**config.mk**
```make
export PLATFORM = sky130hd
export DESIGN_NAME = border_flash_ctrl
export DESIGN_NICKNAME = d
export VERILOG_FILES = /design/src/rtl/border_flash_ctrl_pkg.sv /design/src/rtl/border_flash_ctrl_frame_tick_gen.sv /design/src/rtl/border_flash_ctrl.sv
export SDC_FILE = /design/constraint.sdc
export NUM_CORES = 1
export LEC_CHECK = 0
export CORE_UTILIZATION = 50
export CTS_CLUSTER_SIZE = 12
export DETAILED_ROUTE_END_ITERATION = 8
export PLACE_DENSITY = 0.84
export SETUP_SLACK_MARGIN = 0.5
export SLEW_MARGIN = 30
export SYNTH_ARGS = -nofsm -noshare
export SYNTH_HDL_FRONTEND = slang
export SYNTH_HIERARCHICAL = 1
export SYNTH_SLANG_ARGS = --single-unit
```
**constraint.sdc**
```tcl
create_clock -name clk -period 3.7 [get_ports clk]
set_input_delay 0.74 -clock clk [delete_from_list [all_inputs] [get_ports clk]]
set_output_delay 0.74 -clock clk [all_outputs]
set_load 0.005 [all_outputs]
```
**src/rtl/border_flash_ctrl_pkg.sv**
```systemverilog
// Shared constants for the playfield border path: game-phase encoding,
// visible-area geometry and a small saturating helper for the lives count.
package border_flash_ctrl_pkg;

  // Game-phase encoding, kept as plain 2-bit constants so older blocks that
  // decode the state bus directly stay compatible.
  localparam logic [1:0] IDLE  = 2'd0;
  localparam logic [1:0] PLAY  = 2'd1;
  localparam logic [1:0] FLASH = 2'd2;
  localparam logic [1:0] OVER  = 2'd3;

  // Visible-area geometry shared with the VGA sync and border generators.
  localparam int unsigned H_ACTIVE = 640;
  localparam int unsigned V_ACTIVE = 480;

  // Decrement that sticks at zero instead of wrapping to 15.
  function automatic logic [3:0] sat_dec(input logic [3:0] value);
    return (value == 4'd0) ? 4'd0 : value - 4'd1;
  endfunction

endpackage

```
**src/rtl/border_flash_ctrl_frame_tick_gen.sv**
```systemverilog
// Produces a single-clock frame pulse when the pixel counters reach the
// first blanking line. Edge detection means a stalled counter cannot
// generate repeat pulses.
module frame_tick_gen #(
  parameter int unsigned V_ACTIVE = border_flash_ctrl_pkg::V_ACTIVE
) (
  input  logic        clk,
  input  logic        reset,
  input  logic [15:0] Horizontal,
  input  logic [15:0] Vertical,
  output logic        frame_tick
);

  logic frame_cond;
  logic frame_cond_q;

  // Decode of the first pixel of the first blanking line.
  always_comb begin
    frame_cond = (Horizontal == 16'd0) && (Vertical == 16'(V_ACTIVE));
  end

  // Remember the previous condition and pulse on its rising edge only.
  always_ff @(posedge clk) begin
    // NOTE: sequential state uses non-blocking assignments so every register
    // samples the pre-edge values, independent of statement order.
    if (reset) begin
      frame_cond_q <= 1'b0;
      frame_tick   <= 1'b0;
    end else begin
      frame_cond_q <= frame_cond;
      frame_tick   <= frame_cond & ~frame_cond_q;
    end
  end

endmodule

```
**src/rtl/border_flash_ctrl.sv**
```systemverilog
// Game-phase controller for the green playfield border. Gates the raw
// border flag with a per-frame visibility bit, blinks it after a hit and
// tracks remaining lives. Visibility only changes on a frame pulse so the
// border never tears mid-frame.
module border_flash_ctrl #(
  parameter int unsigned V_ACTIVE     = border_flash_ctrl_pkg::V_ACTIVE,
  parameter int unsigned LIVES        = 3,
  parameter int unsigned FLASH_FRAMES = 120,
  parameter int unsigned BLINK_FRAMES = 8
) (
  input  logic        clk,
  input  logic        reset,
  input  logic [15:0] Horizontal,
  input  logic [15:0] Vertical,
  input  logic        GreenWall,
  input  logic        go,
  input  logic        hit,
  output logic        border_on,
  output logic        frame_tick,
  output logic        playing,
  output logic        game_over,
  output logic [3:0]  lives
);

  import border_flash_ctrl_pkg::*;

  logic [1:0] state,     state_nx;
  logic [3:0] lives_q,   lives_nx;
  logic [7:0] frame_cnt, frame_cnt_nx;
  logic [7:0] blink_cnt, blink_cnt_nx;
  logic [7:0] blink_inc;
  logic       wall_vis,  wall_vis_nx;

  frame_tick_gen #(
    .V_ACTIVE (V_ACTIVE)
  ) u_frame_tick_gen (
    .clk        (clk),
    .reset      (reset),
    .Horizontal (Horizontal),
    .Vertical   (Vertical),
    .frame_tick (frame_tick)
  );

  // Zero-latency gating of the raw border pixel.
  always_comb begin
    border_on = GreenWall & wall_vis;
  end

  assign lives = lives_q;

  // Next-state logic for the game phase, counters and border visibility.
  always_comb begin
    // NOTE: every variable gets a default before the case so no path leaves
    // one unassigned, which would otherwise infer a latch.
    state_nx     = state;
    lives_nx     = lives_q;
    frame_cnt_nx = frame_cnt;
    blink_cnt_nx = blink_cnt;
    wall_vis_nx  = wall_vis;
    blink_inc    = blink_cnt + 8'd1;

    case (state)
      IDLE: begin
        if (frame_tick) wall_vis_nx = 1'b1;
        // go takes priority; a simultaneous hit is simply dropped here.
        if (go) state_nx = PLAY;
      end

      PLAY: begin
        if (hit) begin
          // A tick arriving with the hit is swallowed: counters restart.
          state_nx     = FLASH;
          lives_nx     = sat_dec(lives_q);
          frame_cnt_nx = 8'd0;
          blink_cnt_nx = 8'd0;
        end else if (frame_tick) begin
          wall_vis_nx = 1'b1;
        end
      end

      FLASH: begin
        if (frame_tick) begin
          frame_cnt_nx = frame_cnt + 8'd1;
          if (blink_inc == 8'(BLINK_FRAMES)) begin
            blink_cnt_nx = 8'd0;
            wall_vis_nx  = ~wall_vis;
          end else begin
            blink_cnt_nx = blink_inc;
          end
          if (frame_cnt_nx == 8'(FLASH_FRAMES)) begin
            if (lives_q == 4'd0) begin
              state_nx = OVER;
            end else begin
              state_nx    = PLAY;
              wall_vis_nx = 1'b1;
            end
          end
        end
      end

      OVER: begin
        if (frame_tick) wall_vis_nx = 1'b0;
        if (go) begin
          state_nx = IDLE;
          lives_nx = 4'(LIVES);
        end
      end

      default: state_nx = IDLE;
    endcase
  end

  // State, counter and decoded-status registers.
  always_ff @(posedge clk) begin
    if (reset) begin
      state     <= IDLE;
      lives_q   <= 4'(LIVES);
      frame_cnt <= 8'd0;
      blink_cnt <= 8'd0;
      wall_vis  <= 1'b1;
      playing   <= 1'b0;
      game_over <= 1'b0;
    end else begin
      state     <= state_nx;
      lives_q   <= lives_nx;
      frame_cnt <= frame_cnt_nx;
      blink_cnt <= blink_cnt_nx;
      wall_vis  <= wall_vis_nx;
      playing   <= (state_nx == PLAY);
      game_over <= (state_nx == OVER);
    end
  end

endmodule

```
# == Word-level counts from Yosys, hierarchy flattened ==
# Index checks and enable logic that the tools add are counted.
# word_totals
ff_bits,27
out_inout_bits,8
elab_cells,63
# op_classes
mux,25
reduce_logical,9
add_sub_neg,3
eq_ne,13
bitwise_logic,4
# op_table
operator,count
$mux W8,4
$pmux W8 S2,2
$add A8 B1 Y8 const B,2
$eq A16 B9 Y1 const B,1
$logic_not A16 Y1,1
$mux W2,6
$mux W4,3
$reduce_and A3 Y1,3
$eq A8 B4 Y1 const B,1
$eq A8 B7 Y1 const B,1
$pmux W2 S4,1
$pmux W4 S2,1
$mux W1,7
$eq A2 B2 Y1 const B,3
$ne A2 B2 Y1 const B,3
$eq A2 B1 Y1 const B,2
$logic_not A4 Y1,1
$ne A2 B1 Y1 const B,2
$pmux W1 S4,1
$reduce_bool A2 Y1,2
$sub A4 B1 Y4 const B,1
$and A1 B1 Y1,2
$logic_not A2 Y1,1
$not A1 Y1,2
$logic_and A1 B1 Y1,1

# == Longest topological paths before layout ==
# Gate-level depths: netlist of run 1.
# depth
ltp_word,7
ltp_mapped,7

# == Hierarchy ==
# Netlist of run 1, hierarchy kept.
# by_module_without_submodules
module,area_per_inst_um2,n_inst,cells_each,seq_area_each_um2
border_flash_ctrl,1390.1,1,167,500.5
frame_tick_gen,145.1,1,15,40.0

# == Least setup slack after synthesis of run 1 ==
# OpenSTA, ideal clock, no wires.
# synth_timing
path_kind,in2reg
start,input hit
end,register frame_cnt[2]
setup_time_ns,0.070
path_stages,4
n_path_buf,0
slack_ns,1.990
arrival_ns,1.640
cell_sequence,and2b_1 -> a21oi_4 -> or4b_1 -> a21oi_1
# synth_via
elab_chain_len,2
# synth_lines
item,line,rtl
"start, declared",border_flash_ctrl.sv:17,"input logic hit,"
$ne A2 B2 Y1 (no source line),-,
$reduce_and A3 Y1 (no source line),-,
"end signal, assigned",border_flash_ctrl.sv:126,frame_cnt <= frame_cnt_nx;
"end, declared",border_flash_ctrl.sv:29,"logic [7:0] frame_cnt, frame_cnt_nx;"
# Every way passes these cells.
# A chain may end at the register's enable or synchronous reset.

# == Worst setup path after layout of run 1 ==
# layout_timing
start,input GreenWall
end,output border_on
# layout_via
elab_chain_len,1
# layout_lines
item,line,rtl
"start, declared",border_flash_ctrl.sv:15,"input logic GreenWall,"
$and A1 B1 Y1,border_flash_ctrl.sv:46,border_on = GreenWall & wall_vis;
"end, declared",border_flash_ctrl.sv:18,"output logic border_on,"
# Every way passes these cells.

==> results of run 1 <==
[worst max-delay path by stage]
stage	startpoint	endpoint	slack, ns	cells past startpoint
5_1_grt	GreenWall	border_on	1.14	3
2_1_floorplan	hit	frame_cnt[2]	1.99	4
6_report	GreenWall	border_on	1.18	3
4_1_cts	GreenWall	border_on	1.17	3
3_5_place_dp	reset	playing	1.13	4
3_3_place_gp	GreenWall	border_on	1.17	3
[layer usage]
layer  track usage  wire length [um]  up-vias
met3       0.03628               219        6
met1        0.2809              1595      736
met2        0.4336              1840       59
met4       0.06969                31        0
met5             0                 0        -
li1              -                 -      777
[logic make-up (layout without fill, tap and decap cells)]
group | count (synthesis) | after routing | synth area share
muxes | 1 | 1 | 0.006520
adders and majority gates | 3 | 3 | 0.02445
and+or+nand+nor | 90 | 90 | 0.3570
AOI/OAI and AO/OA | 54 | 54 | 0.2388
DFF | 27 | 27 | 0.3521
buffers and inverters | 7 | 50 | 0.02120
[area by class of cell]
class / count / area (sq um) / share of cell area
sequential: 27 / 540.5 / 0.2682
multi-input combinational: 148 / 962.2 / 0.4773
tap: 31 / 38.79 / 0.01924
clock buffer: 4 / 26.28 / 0.01304
inverter: 2 / 7.507 / 0.003724
timing repair buffer: 44 / 440.4 / 0.2185
[Yosys cell counts (3+ instances only)]
cell type	number
nor2_1	25
nor3b_1	5
a22oi_1	6
or3_1	3
and2_1	3
nor3_1	5
a31oi_1	6
a41oi_1	3
o21ai_0	15
nor4_1	5
nand4_1	3
dfxtp_1	27
nor2b_1	3
ha_1	3
and3_1	3
nand2_1	11
a21oi_1	13
[power by group through the flow]
stage	logic, mW	registers [mW]	clock network [mW]
2_1_floorplan	0.0263	0.305	0
3_3_place_gp	0.0723	0.308	0
6_report	0.0744	0.302	0.125
5_1_grt	0.0802	0.303	0.143
4_1_cts	0.0748	0.302	0.130
3_5_place_dp	0.0745	0.308	0
[critical path, cell delays in order]
cell and delay, ns:
clkdlybuf4s50_1 0.45, and2_1 0.11, clkdlybuf4s50_1 0.48
[registers in the layout, indices dropped and copies added (netlist names), 2 cells and up]
name / cells
frame_cnt: 8
blink_cnt: 8
state: 2
lives: 4
[placed cells by master, fill, tap and decap left out, types with 2 or more instances in the layout]
cell / count
a21oi_1: 13
a22oi_1: 6
a31oi_1: 6
a41oi_1: 3
and2_1: 3
and2b_1: 2
and3_1: 3
and3_4: 2
clkbuf_4: 3
clkdlybuf4s50_1: 44
dfxtp_1: 27
ha_1: 3
inv_1: 2
nand2_1: 11
nand3_1: 2
nand3b_1: 2
nand4_1: 3
nor2_1: 25
nor2b_1: 3
nor3_1: 5
nor3b_1: 5
nor4_1: 5
nor4b_2: 2
o211ai_1: 2
o21ai_0: 15
or3_1: 3
or4b_1: 2
==> results.py, run 1 <==
metrics = {
    "timing": {
        "slew_viol_final": 0,
        "rsz0062_at_grt": "false",
        "max_freq_mhz": 396.3,
        "finalClockSkew_ns": 0.009904,
        "fin_crit_ns": 2.523,
        "whs_ns": 0.4211,
        "finalHoldViolations": 0,
        "setup_violations": 0,
        "worst_slack_ns": 1.177,
        "slew_headroom": 0.4432,
        "finalSetupTns_ns": 0,
        "tightest_slew_ns": 0.8327,
        "post-route-period-util": 0.6820,
    },
    "cts": {
        "cts-root-buf": "clkbuf_4",
        "htree_levels": 1,
        "cts_hold_buf": 0,
        "clockBufferDepth": 2,
        "path_clk_slew_ns": 0.14,
        "cts_tree": "done",
        "cts_buffers": 3,
        "cts_resized": 0,
        "post_cts_buffers": 0,
        "clk_latency_ns": 0.32,
        "cts.sinks": 27,
    },
    "global_route": {
        "grt_max_degree": 24,
        "grt_pass1_wl_um": 6216,
        "antenna_found_initial": 0,
        "grt_pass1_vias": 1488,
        "track_usage": 0.2361,
        "grt_overflow": 0,
    },
    "placed_design": {
        "dp_slack_ns": 1.134,
        "dp_hpwl_um": 2841,
        "placed_cell_area_sq_um": 1989,
        "dp.cells": 252,
        "port_buffers": 44,
        "gp_congestion": 0.8467,
    },
    "route": {
        "drtPass1Iterations": 4,
        "wl_per_cell_um": 14.40,
        "routed_wl_um": 3687,
        "drt_iter0_drc": 72,
        "viasPerCell": 6.164,
        "drcViolationCount": 0,
        "ant_nets": 0,
        "vias": 1578,
    },
    "power": {
        "p_int_uw": 386.6,
        "ir_drop_v": 0.0001585,
        "switching_share": 0.2288,
        "p_sw_uw": 114.7,
        "clkPwrFrac": 0.249,
        "power.density_nw_per_um2": 248.7,
        "leakage_nw": 0.6923,
        "combPwrFrac": 0.148,
        "power_uw": 501.3,
        "p_seq_frac": 0.603,
    },
    "synth": {
        "syn_area_per_cell_sq_um": 8.435,
        "synthCells": 182,
        "ys_seq_area_frac": 0.3521,
        "ys_types": 50,
        "ys_warn_count": 6,
        "async_flop_share": 0,
        "synth.area.top_cells": "dfxtp_1 (35%), nor2_1 (6.1%), o21ai_0 (4.9%), a21oi_1 (4.2%), a22oi_1 (2.9%)",
        "synth_seq_cells": 27,
        "yosys.area.top_type": "dfxtp_1",
        "synth-main-ff-cell": "dfxtp_1",
        "netlist_area_sq_um": 1535,
        "synth.net_count": 222,
        "synth_edf_count": 0,
        "synth.top_cell.area_share": 0.3521,
    },
    "setup_path": {
        "setup.worst_path.class": "in2out",
        "rrSetupSlack_ns": 1.57,
        "r2r-start": "state[0]",
        "cp_max_fo": 1,
        "endpoint_kind": "output pin",
        "crit_path_start_kind": "input port",
        "reg2reg_depth": 5,
        "cp.arrival_ns": 1.78,
        "cp.required_ns": 2.96,
        "timing.rr.end": "frame_cnt[6]",
    },
    "floorplan": {
        "fp.dieH_um": 57.41,
        "num_io_pins": 45,
        "fp.coreArea_sq_um": 2829,
        "die-area_sq_um": 3296,
        "start_util": 0.5427,
        "rows": 19,
        "fp.dieW_um": 57.41,
    },
    "layout": {
        "fin_area_sq_um": 2016,
        "num-nets-final": 266,
        "n_antenna_cell": 0,
        "fillCellCount": 246,
        "synthToLayoutAreaGrowth_pct": 31.30,
        "stdcell_count": 256,
        "final_core_util": 0.7125,
        "drive_above_1_share": 0.06667,
    },
    "job": {
        "cap_violations": 0,
    },
    "worst_hold_path": {
        "hold_end": "u_frame_tick_gen/frame_tick",
        "hp-class": "reg2reg",
        "worstHoldStart": "u_frame_tick_gen/frame_cond_q",
        "hold_depth": 1,
    },
    "run_status": {
        "status": "finished, final reports clean",
    },
}
Power figures use the tool's default switching activity.
==> run 2, diff against run 1 <==
--- a/config.mk
+++ b/config.mk
@@ -5,10 +5,10 @@
 export SDC_FILE = /design/constraint.sdc
 export NUM_CORES = 1
 export LEC_CHECK = 0
-export CORE_UTILIZATION = 50
+export CORE_UTILIZATION = 47
 export CTS_CLUSTER_SIZE = 12
 export DETAILED_ROUTE_END_ITERATION = 8
-export PLACE_DENSITY = 0.84
+export PLACE_DENSITY = 0.79
 export SETUP_SLACK_MARGIN = 0.5
 export SLEW_MARGIN = 30
 export SYNTH_ARGS = -nofsm -noshare
==> constraint.sdc (replaced) <==
create_clock -name clk -period 2.65 [get_ports clk]
set_input_delay 0.53 -clock clk [delete_from_list [all_inputs] [get_ports clk]]
set_output_delay 0.53 -clock clk [all_outputs]
set_load 0.005 [all_outputs]
==> run 2 against run 1 <==
Effect of this change:
- worst setup slack worse by 0.66 ns
- routed wire length is 4.5% higher
- non-clock buffer count is 2 higher
- via count is 0.70% higher
- final cell count is 5.9% higher
- clock power is 48% higher
- cell area is 1.6% higher
- critical path type unchanged
==> results.py, run 2 (same netlist as run 1, synthesis figures left out) <==
metrics = {
    "route": {
        "viasPerCell": 5.863,
        "routed_wl_um": 3854,
        "ant_nets": 0,
        "drtPass1Iterations": 4,
        "wl_per_cell_um": 14.22,
        "drt_iter0_drc": 111,
        "drcViolationCount": 0,
        "vias": 1589,
    },
    "cts": {
        "cts_resized": 0,
        "post_cts_buffers": 0,
        "htree_levels": 1,
        "cts_hold_buf": 0,
        "cts_buffers": 3,
        "cts.sinks": 27,
        "path_clk_slew_ns": 0.15,
        "cts-root-buf": "clkbuf_4",
        "clockBufferDepth": 2,
        "cts_tree": "done",
        "clk_latency_ns": 0.33,
    },
    "timing": {
        "worst_slack_ns": 0.5213,
        "whs_ns": 0.4282,
        "finalHoldViolations": 0,
        "fin_crit_ns": 2.129,
        "slew_viol_final": 0,
        "tightest_slew_ns": 0.5266,
        "slew_headroom": 0.6479,
        "finalClockSkew_ns": 0.005729,
        "rsz0062_at_grt": "false",
        "setup_violations": 0,
        "max_freq_mhz": 469.8,
        "finalSetupTns_ns": 0,
        "post-route-period-util": 0.8033,
    },
    "floorplan": {
        "fp.coreArea_sq_um": 3078,
        "start_util": 0.4988,
        "die-area_sq_um": 3499,
        "fp.dieH_um": 59.15,
        "num_io_pins": 45,
        "fp.dieW_um": 59.15,
        "rows": 20,
    },
    "placed_design": {
        "dp_slack_ns": 0.5170,
        "port_buffers": 44,
        "dp_hpwl_um": 2994,
        "gp_congestion": 0.8458,
    },
    "setup_path": {
        "crit_path_start_kind": "input port",
        "crit_path_top_delay_cell": "clkdlybuf4s50_1",
        "endpoint_kind": "output pin",
        "cp_common_cell": "clkdlybuf4s50_1",
        "rrSetupSlack_ns": 0.73,
        "cp_max_fo": 1,
        "crit_chain": "clkdlybuf4s50_1 -> and2_1 -> clkdlybuf4s50_1",
        "crit_path_max_incr_delay_ns": 0.50,
        "setup.worst_path.class": "in2out",
        "crit_family": "buffers and inverters",
        "cp.required_ns": 2.12,
        "path_buf_inv": 2,
        "cp.arrival_ns": 1.60,
    },
    "layout": {
        "layout_commonest_cell": "clkdlybuf4s50_1",
        "n_antenna_cell": 0,
        "num-nets-final": 268,
        "fillCellCount": 271,
        "synthToLayoutAreaGrowth_pct": 33.41,
        "final_cell_mix": "clkdlybuf4s50_1 (44), dfxtp_1 (27), nor2_1 (25)",
        "drive_above_1_share": 0.07930,
    },
    "global_route": {
        "grt_pass1_wl_um": 6430,
        "grt_pass1_vias": 1567,
        "track_usage": 0.2398,
        "antenna_found_initial": 0,
        "grt_max_degree": 20,
        "grt_overflow": 0,
    },
    "worst_hold_path": {
        "hp-class": "reg2reg",
    },
    "run_status": {
        "status": "finished, final reports clean",
    },
    "power": {
        "power.density_nw_per_um2": 347.1,
        "ir_drop_v": 0.0002057,
        "leakage_nw": 0.7040,
    },
    "job": {
        "cap_violations": 0,
    },
}
-- run 2: cell types whose count changed in the layout (fill, tap and decap cells not counted) --
cell and delta:
buf_4 +2, clkinv_2 +1, clkbuf_1 -1
-- run 2: final cells by class --
type | count | area, sq um | share of cell area
Inverter | 2 | 7.507 | 0.003665
Timing Repair Buffer | 46 | 455.4 | 0.2224
Clock inverter | 1 | 5.005 | 0.002443
Clock buffer | 3 | 22.52 | 0.01100
Tap cell | 44 | 55.05 | 0.02688
Sequential cell | 27 | 540.5 | 0.2639
Multi-Input combinational cell | 148 | 962.2 | 0.4698
-- run 2: report_power, final --
group / total, mW / switching (mW) / internal, mW
clock: 0.185 / 0.128 / 0.0568
sequential: 0.422 / 0.00963 / 0.412
combinational: 0.105 / 0.0349 / 0.0696
-- run 2: per-layer routing --
layer	GRT usage	vias up	share of wire
met5	0	-	0
met4	0.07823	0	0.0093
met3	0.05677	4	0.060
met2	0.4481	59	0.52
met1	0.2642	745	0.41
li1	-	781	-
-- run 2: worst paths after layout --
kind | cells after the start | end | from
setup / recovery | 3 | border_on | GreenWall
hold / removal | 1 | u_frame_tick_gen/frame_tick | u_frame_tick_gen/frame_cond_q
setup reg to reg | 6 | blink_cnt[3] | blink_cnt[0]
hold reg to reg | 1 | u_frame_tick_gen/frame_tick | u_frame_tick_gen/frame_cond_q
-- run 2: stage by stage --
stage / cells / utilization / power (mW) / instance area [sq um]
2_1_floorplan: 182 / - / 0.4631 / 1535
3_3_place_gp: 267 / 0.6565 / 0.5322 / 2021
3_5_place_dp: 267 / 0.6565 / 0.5353 / 2021
4_1_cts: 271 / 0.6654 / 0.7137 / 2048
5_1_grt: 271 / 0.6654 / 0.7412 / 2048
6_report: 271 / 0.6654 / 0.7110 / 2048
